## src/rtl/fixed_ln_pkg.sv

```systemverilog
// ln_pkg: shared definitions for the fixed-point natural-logarithm unit.
//   state_t  : controller states (IDLE, NORM, SERIES, DONE)
//   LN2      : ln(2) scaled by 2^16, rounded to nearest
//   ln2_fix  : ln(2) scaled by 2^frac, rounded to nearest
//   recip    : round(2^frac / i), used to build the series coefficient table
package ln_pkg;

   typedef enum logic [1:0] {
      IDLE   = 2'd0,
      NORM   = 2'd1,
      SERIES = 2'd2,
      DONE   = 2'd3
   } state_t;

   // round(ln2 * 2^32); narrower scalings are derived from it with rounding
   localparam longint unsigned LN2_Q32 = 64'd2977044472;

   function automatic int unsigned ln2_fix(input int unsigned frac);
      longint unsigned v;
      v = (LN2_Q32 + (64'd1 << (31 - frac))) >> (32 - frac);
      return 32'(v);
   endfunction

   localparam int unsigned LN2 = ln2_fix(16);

   // Round-half-up division; only evaluated on constants at elaboration.
   function automatic int unsigned recip(input int unsigned i, input int unsigned frac);
      if (i == 0) return 0;
      return ((32'd1 << frac) + i / 2) / i;
   endfunction

endpackage

```

## src/rtl/fixed_ln_if.sv

```systemverilog
// fixed_ln_if: operand/result handshake bundle for fixed_ln.
//   in_valid / in_ready / x_in      : operand channel, unsigned Q(W-FRAC).FRAC
//   out_valid / out_ready / ln_out  : result channel, signed Q(W-FRAC).FRAC
//   err                             : operand was zero, valid with out_valid
// master drives operands and accepts results; slave is the ln unit.
interface fixed_ln_if #(
   parameter int unsigned W = 32
) ();
   logic         in_valid;
   logic         in_ready;
   logic [W-1:0] x_in;
   logic         out_valid;
   logic         out_ready;
   logic [W-1:0] ln_out;
   logic         err;

   modport master (
      output in_valid, x_in, out_ready,
      input  in_ready, out_valid, ln_out, err
   );

   modport slave (
      input  in_valid, x_in, out_ready,
      output in_ready, out_valid, ln_out, err
   );
endinterface

```

## src/rtl/fixed_ln_lod.sv

```systemverilog
// ln_lod: combinational leading-one detector.
//   x    : W-bit input
//   msb  : index of the highest set bit (0 when x is zero)
//   zero : x has no bits set
module ln_lod #(
   parameter int unsigned W = 32
) (
   input  logic [W-1:0]         x,
   output logic [$clog2(W)-1:0] msb,
   output logic                 zero
);
   localparam int unsigned PW = $clog2(W);

   always_comb begin
      msb  = '0;
      zero = (x == '0);
      // Ascending scan: the last set bit seen is the most significant.
      for (int unsigned b = 0; b < W; b++) begin
         if (x[b]) msb = b[PW-1:0];
      end
   end
endmodule

```

## src/rtl/fixed_ln.sv

```systemverilog
// fixed_ln: sequential fixed-point natural logarithm.
//   clk, rst : clock and synchronous active-high reset
//   bus      : fixed_ln_if slave (operand in, signed result + err out)
// The operand is range-reduced to m*2^k with m in [0.75,1.5), then
// ln(1+u), u = m-1, is summed one series term per clock and k*ln2 is added.
module fixed_ln
   import ln_pkg::*;
#(
   parameter int unsigned W       = 32,
   parameter int unsigned FRAC    = 16,
   parameter int unsigned N_TERMS = 12
) (
   input logic        clk,
   input logic        rst,
   fixed_ln_if.slave  bus
);
   localparam int unsigned PW    = $clog2(W);
   localparam int unsigned KW    = PW + 1;
   localparam int unsigned UW    = FRAC + 2;
   localparam int unsigned PRW   = 2 * UW;
   localparam int unsigned IW    = $clog2(N_TERMS + 1);
   localparam int unsigned LN2_Q = ln2_fix(FRAC);
   localparam logic signed [UW-1:0] ONE = UW'(1 << FRAC);

   state_t               state;
   logic                 out_v;
   logic [W-1:0]         x_r;
   logic signed [KW-1:0] k_r;
   logic signed [UW-1:0] u_r;
   logic signed [UW-1:0] pw_r;
   logic signed [W-1:0]  sum_r;
   logic [IW-1:0]        i_r;
   logic [W-1:0]         ln_r;
   logic                 err_r;

   // Coefficient table, constant-folded at elaboration.
   logic [UW-1:0] recip_tab [0:N_TERMS];
   for (genvar g = 0; g <= N_TERMS; g++) begin : g_recip
      assign recip_tab[g] = UW'(recip(g, FRAC));
   end

   // Normalisation
   logic [PW-1:0]        msb;
   logic                 zero;
   logic [FRAC:0]        m_sh;
   logic [FRAC:0]        m_f;
   logic signed [KW-1:0] k_n;
   logic signed [UW-1:0] u_n;

   ln_lod #(.W(W)) u_lod (
      .x    (x_r),
      .msb  (msb),
      .zero (zero)
   );

   always_comb begin
      k_n = $signed({1'b0, msb}) - $signed(KW'(FRAC));
      if (msb >= PW'(FRAC)) m_sh = (FRAC+1)'(x_r >> (msb - PW'(FRAC)));
      else                  m_sh = (FRAC+1)'(x_r << (PW'(FRAC) - msb));
      // m >= 1.5: halve it and bump the exponent so |u| stays small.
      m_f = m_sh;
      if (m_sh[FRAC-1]) begin
         m_f = m_sh >> 1;
         k_n = k_n + KW'(1);
      end
      u_n = $signed(UW'(m_f)) - ONE;
   end

   // Series step
   logic signed [PRW-1:0] term_prod;
   logic signed [PRW-1:0] pow_prod;
   logic signed [UW-1:0]  term;
   logic signed [UW-1:0]  pw_n;
   logic signed [W-1:0]   sum_n;
   logic signed [W-1:0]   k_ln2;

   always_comb begin
      term_prod = PRW'(pw_r) * PRW'($signed(recip_tab[i_r]));
      pow_prod  = PRW'(pw_r) * PRW'(u_r);
      term      = UW'(term_prod >>> FRAC);
      pw_n      = UW'(pow_prod >>> FRAC);
      sum_n     = i_r[0] ? sum_r + W'(term) : sum_r - W'(term);
      k_ln2     = W'(k_r) * $signed(W'(LN2_Q));
   end

   always_ff @(posedge clk) begin
      if (rst) begin
         state <= IDLE;
         out_v <= 1'b0;
         x_r   <= '0;
         k_r   <= '0;
         u_r   <= '0;
         pw_r  <= '0;
         sum_r <= '0;
         i_r   <= '0;
         ln_r  <= '0;
         err_r <= 1'b0;
      end else begin
         case (state)
            IDLE: begin
               if (bus.in_valid) begin
                  x_r   <= bus.x_in;
                  state <= NORM;
               end
            end
            NORM: begin
               if (zero) begin
                  ln_r  <= {1'b1, {(W-1){1'b0}}};
                  err_r <= 1'b1;
                  state <= DONE;
               end else begin
                  k_r   <= k_n;
                  u_r   <= u_n;
                  pw_r  <= u_n;
                  sum_r <= '0;
                  i_r   <= IW'(1);
                  state <= SERIES;
               end
            end
            SERIES: begin
               sum_r <= sum_n;
               pw_r  <= pw_n;
               i_r   <= i_r + IW'(1);
               if (i_r == IW'(N_TERMS)) begin
                  ln_r  <= sum_n + k_ln2;
                  err_r <= 1'b0;
                  state <= DONE;
               end
            end
            DONE: begin
               // out_valid rises one cycle after entering DONE, so the
               // result register has settled before it is presented.
               if (!out_v) begin
                  out_v <= 1'b1;
               end else if (bus.out_ready) begin
                  out_v <= 1'b0;
                  state <= IDLE;
               end
            end
            default: state <= IDLE;
         endcase
      end
   end

   assign bus.in_ready  = (state == IDLE);
   assign bus.out_valid = out_v;
   assign bus.ln_out    = ln_r;
   assign bus.err       = err_r;

endmodule

```

## src/flat_wrapper.sv

```systemverilog
// flat-port wrapper written by rule: the top's interface ports become plain ports
module fixed_ln_flat import ln_pkg::*;
#(
   parameter int unsigned W       = 32,
   parameter int unsigned FRAC    = 16,
   parameter int unsigned N_TERMS = 12
)
  (clk, rst, bus_in_valid, bus_x_in, bus_out_ready, bus_in_ready, bus_out_valid, bus_ln_out, bus_err);
  fixed_ln_if #(.W(W)) bus_i ();
  input logic clk;
  input logic rst;
  input wire logic [$bits(bus_i.in_valid)-1:0] bus_in_valid;
  input wire logic [$bits(bus_i.x_in)-1:0] bus_x_in;
  input wire logic [$bits(bus_i.out_ready)-1:0] bus_out_ready;
  output wire logic [$bits(bus_i.in_ready)-1:0] bus_in_ready;
  output wire logic [$bits(bus_i.out_valid)-1:0] bus_out_valid;
  output wire logic [$bits(bus_i.ln_out)-1:0] bus_ln_out;
  output wire logic [$bits(bus_i.err)-1:0] bus_err;
  assign bus_i.in_valid = bus_in_valid;
  assign bus_i.x_in = bus_x_in;
  assign bus_i.out_ready = bus_out_ready;
  assign bus_in_ready = bus_i.in_ready;
  assign bus_out_valid = bus_i.out_valid;
  assign bus_ln_out = bus_i.ln_out;
  assign bus_err = bus_i.err;
  fixed_ln #(.W(W), .FRAC(FRAC), .N_TERMS(N_TERMS)) u_core (.clk(clk), .rst(rst), .bus(bus_i));
endmodule
```

## config.mk

```make
export PLATFORM = sky130hd
export DESIGN_NAME = fixed_ln_flat
export DESIGN_NICKNAME = d
export VERILOG_FILES = /design/src/rtl/fixed_ln_pkg.sv /design/src/rtl/fixed_ln_if.sv /design/src/rtl/fixed_ln_lod.sv /design/src/rtl/fixed_ln.sv /design/src/flat_wrapper.sv
export SDC_FILE = /design/constraint.sdc
export NUM_CORES = 2
export LEC_CHECK = 0
export BUFFER_PORTS_ARGS = -buffer_cell sky130_fd_sc_hd__buf_2
export CAP_MARGIN = 20
export CORE_MARGIN = 5
export CORE_UTILIZATION = 65
export CTS_BUF_LIST = sky130_fd_sc_hd__clkbuf_4
export CTS_CLUSTER_DIAMETER = 50
export DETAILED_ROUTE_END_ITERATION = 12
export PLACE_DENSITY = 0.83
export SYNTH_ARGS = -nofsm -noshare
export SYNTH_HDL_FRONTEND = slang
export SYNTH_SLANG_ARGS = --single-unit
```

## constraint.sdc

```tcl
create_clock -name clk -period 14.6 [get_ports clk]
set_input_delay 2.92 -clock clk [delete_from_list [all_inputs] [get_ports clk]]
set_output_delay 2.92 -clock clk [all_outputs]
set_load 0.01 [all_outputs]
```

==> run metrics <==
P_sw 3.28 mW; min-delay worst type flip-flop to flip-flop; largest vdd supply drop between 0.15 and 0.2 mV; final setup violation count 0; Crit path largest cell delay around 620 ps; total power draw ~5.6 mW; Port Buffer Count 70; P per Cell Area around 160 nW/µm²; Clk pwr share 0.046; number of antenna violations at the first check in global routing 1; sequential group share of total power 0.131; Final nets about 5000; Worst EP required 15150 ps; Reg2Reg Setup Slack between 1000 and 1500 ps; Max clock buf depth 2; Crit Path Max Fanout 9; Synth Area in Adders 0.463; ys async rst share 0; core area 53600 µm²; Syn Area/Cell about 8.5 µm²; Layout area overhead 2.79%; Final TNS setup 0 ps; Setup crit start kind flip-flop; f_max ~76 MHz; Slew @ Worst Pin about 1100 ps; H-Tree Level Count 4; gr ovfl total 0; root buf cell clkbuf_4; Syn Std Cell Area 35000 µm²; Worst Setup End Kind flip-flop; total wire length ~87000 µm; Yosys cell types between 90 and 100; crit path max-delay cell type a311oi_1; status complete, no violations; post-layout min period approximately 13000 ps; Post-synth EDFFs 0; pin count of the biggest net entering global routing 66; Ports a little over 70; initial DRC count roughly 2600; vias in the first global route between 20000 and 30000; # hold bufs at CTS 0; Ys Warns 0; CTS tree yes; complex-gate fraction of the synthesized area 0.107; post-synthesis mux area share 0.0362; FP Rows 85; number of CTS-inserted buffers 17; Seq/Total Area, Yosys 0.0830; Die W ~240 µm; synthesized instance count roughly 4100; Post-DP HPWL approximately 67000 µm; area taken by multi-input logic gates 28400 µm²; clk slew on worst S/H paths roughly 180 ps; sequential cell area ~2900 µm²; CTS resizes 0; GRT Util Overall 0.302; Post-Synth Simple-Gate Area 0.171; power share of the combinational group 0.824; Residual DRC 0; initial core utilization 0.653; layout cell share with drive strength beyond 1 0.0497; clk sinks between 100 and 150; most used cell, CP a21oi_1; RSZ-0062 raised after global routing no; Post-Route Utilization 0.671; first-pass GRT wire length between 100000 and 150000 µm; Crit Path Class flip-flop to flip-flop; postcts setup bufs 0; XOR/XNOR share of the synthesized area 0.0355; Pint 2.36 mW; Max Cap Violations 0; Synth Flop Type dfxtp_1; FF+latch count, synth ~150; GPL Wtd Cong about 0.97; Filler Cell Count 4331; Final Cycle Share 0.904; Clock Skews 44.6 ps; Initial DRT Pass Iterations 6; final slew viol count 0; Final Hold Fails 0; via count around 28000; P_leak between 15 and 20 nW; slew margin rel. 0.232; worst skew pair latency 670 ps; final antenna-violating net count 0; wire length per cell 18.4 µm; Via density ~6.0; largest family of logic cells by synthesized area adder cells; Worst EP arrival roughly 14000 ps; Post-Syn Nets roughly 5100; die height 242 µm; total die area 58600 µm²; Switching Share 0.581
-- critical path: cells and delay by family (launching register included) --
family                     cells  cell delay [ps]
AOI/OAI and AO/OA             21             4820
DFF                            1              380
buffers and inverters          6              790
adders and majority gates     10             4450
and+or+nand+nor               10             1690
muxes                          1              330
xor gates and xnor gates       4              610
-- kinds of logic after synthesis --
kind of cell    count (synthesis)
buf+inv                       965
xor+xnor                      140
flops                         145
mux                           114
simple gates                 1270
fa+ha+maj                     917
compound gates                574
-- final timing paths --
kind,end,start,cells past startpoint
worst min-delay path,u_core.bus.ln_out[8],u_core.bus.ln_out[8],2
worst min register to register,u_core.bus.ln_out[8],u_core.bus.ln_out[8],2
worst max register to register,u_core.bus.ln_out[31],u_core.i_r[0],52
worst max-delay path,u_core.bus.ln_out[31],u_core.i_r[0],52
-- registers in the layout, indices dropped and copies added (netlist names), 2 cells and up --
| register | flops |
|---|---|
| u_core.bus.ln_out | 32 |
| u_core.i_r | 4 |
| u_core.k_r | 6 |
| u_core.pw_r | 18 |
| u_core.state | 2 |
| u_core.sum_r | 32 |
| u_core.u_r | 17 |
| u_core.x_r | 32 |
-- cells in the final DEF (no fill, tap or decap), types with 97 or more instances in the layout --
cell type,n
ha_1,289
dfxtp_1,145
fa_1,628
nand2_1,586
xnor2_1,102
nor2_1,194
a21oi_1,193
inv_1,732
mux2i_1,97
and2_1,219
-- metal layers --
layer / track usage / share of wire
met5: 0 / 0
met4: 0.102 / 0.040
met3: 0.0435 / 0.083
met2: 0.502 / 0.47
met1: 0.410 / 0.40
-- final cells by class --
class,instances,area share
inverters,734,0.0767
clock buffers,17,0.00355
multi-input cells,3015,0.790
repair buffers,121,0.0210
flip-flops and latches,145,0.0807
diodes,2,0.000139
clock inverters,15,0.00341
well taps,696,0.0242
-- power by group through the flow --
stage                     combinational [mW]  sequential [mW]  clock, mW
after floorplan                         3.59            0.549          0
after global placement                  4.42            0.723          0
after detailed placement                4.52            0.732          0
after CTS                               4.57            0.721      0.263
after global routing                    5.12            0.743      0.279
final                                   4.65            0.738      0.259
-- per-stage QoR --
stage / hold WS [ps] / setup slack [ps] / cell area [µm²] / std cells
2_1_floorplan: 449 / 3010 / 35000 / 4125
3_3_place_gp: 435 / 1900 / 35600 / 4706
3_5_place_dp: 441 / 1480 / 35700 / 4707
4_1_cts: 463 / 1310 / 35900 / 4739
5_1_grt: 481 / 555 / 36000 / 4744
6_report: 461 / 1400 / 36000 / 4745
-- cell usage after synthesis, types with 11 or more instances --
| cell type | instances | area [µm²] |
|---|---|---|
| clkbuf_1 | 195 | 732 |
| a21o_1 | 28 | 210 |
| xnor2_1 | 102 | 893 |
| fa_1 | 628 | 12600 |
| xor2_1 | 36 | 315 |
| nor2_1 | 194 | 728 |
| and2_1 | 219 | 1370 |
| a21oi_1 | 194 | 971 |
| nand2b_1 | 40 | 250 |
| nor4_1 | 14 | 87.6 |
| nor2b_1 | 24 | 150 |
| nand2_1 | 586 | 2200 |
| inv_1 | 732 | 2750 |
| a22oi_1 | 51 | 383 |
| dfxtp_1 | 145 | 2900 |
| o21ai_0 | 89 | 445 |
| o22ai_1 | 11 | 68.8 |
| a211oi_1 | 19 | 143 |
| o211ai_1 | 11 | 82.6 |
| buf_2 | 16 | 80.1 |
| ha_1 | 289 | 3620 |
| nand3_1 | 37 | 185 |
| nand4_1 | 13 | 81.3 |
| nor3_1 | 44 | 220 |
| a31oi_1 | 23 | 144 |
| o21a_1 | 29 | 218 |
| mux2i_1 | 97 | 971 |
| buf_1 | 13 | 48.8 |
| and3_1 | 46 | 288 |
| or3_1 | 13 | 81.3 |
Note: power is estimated with default switching activity, not from simulation.
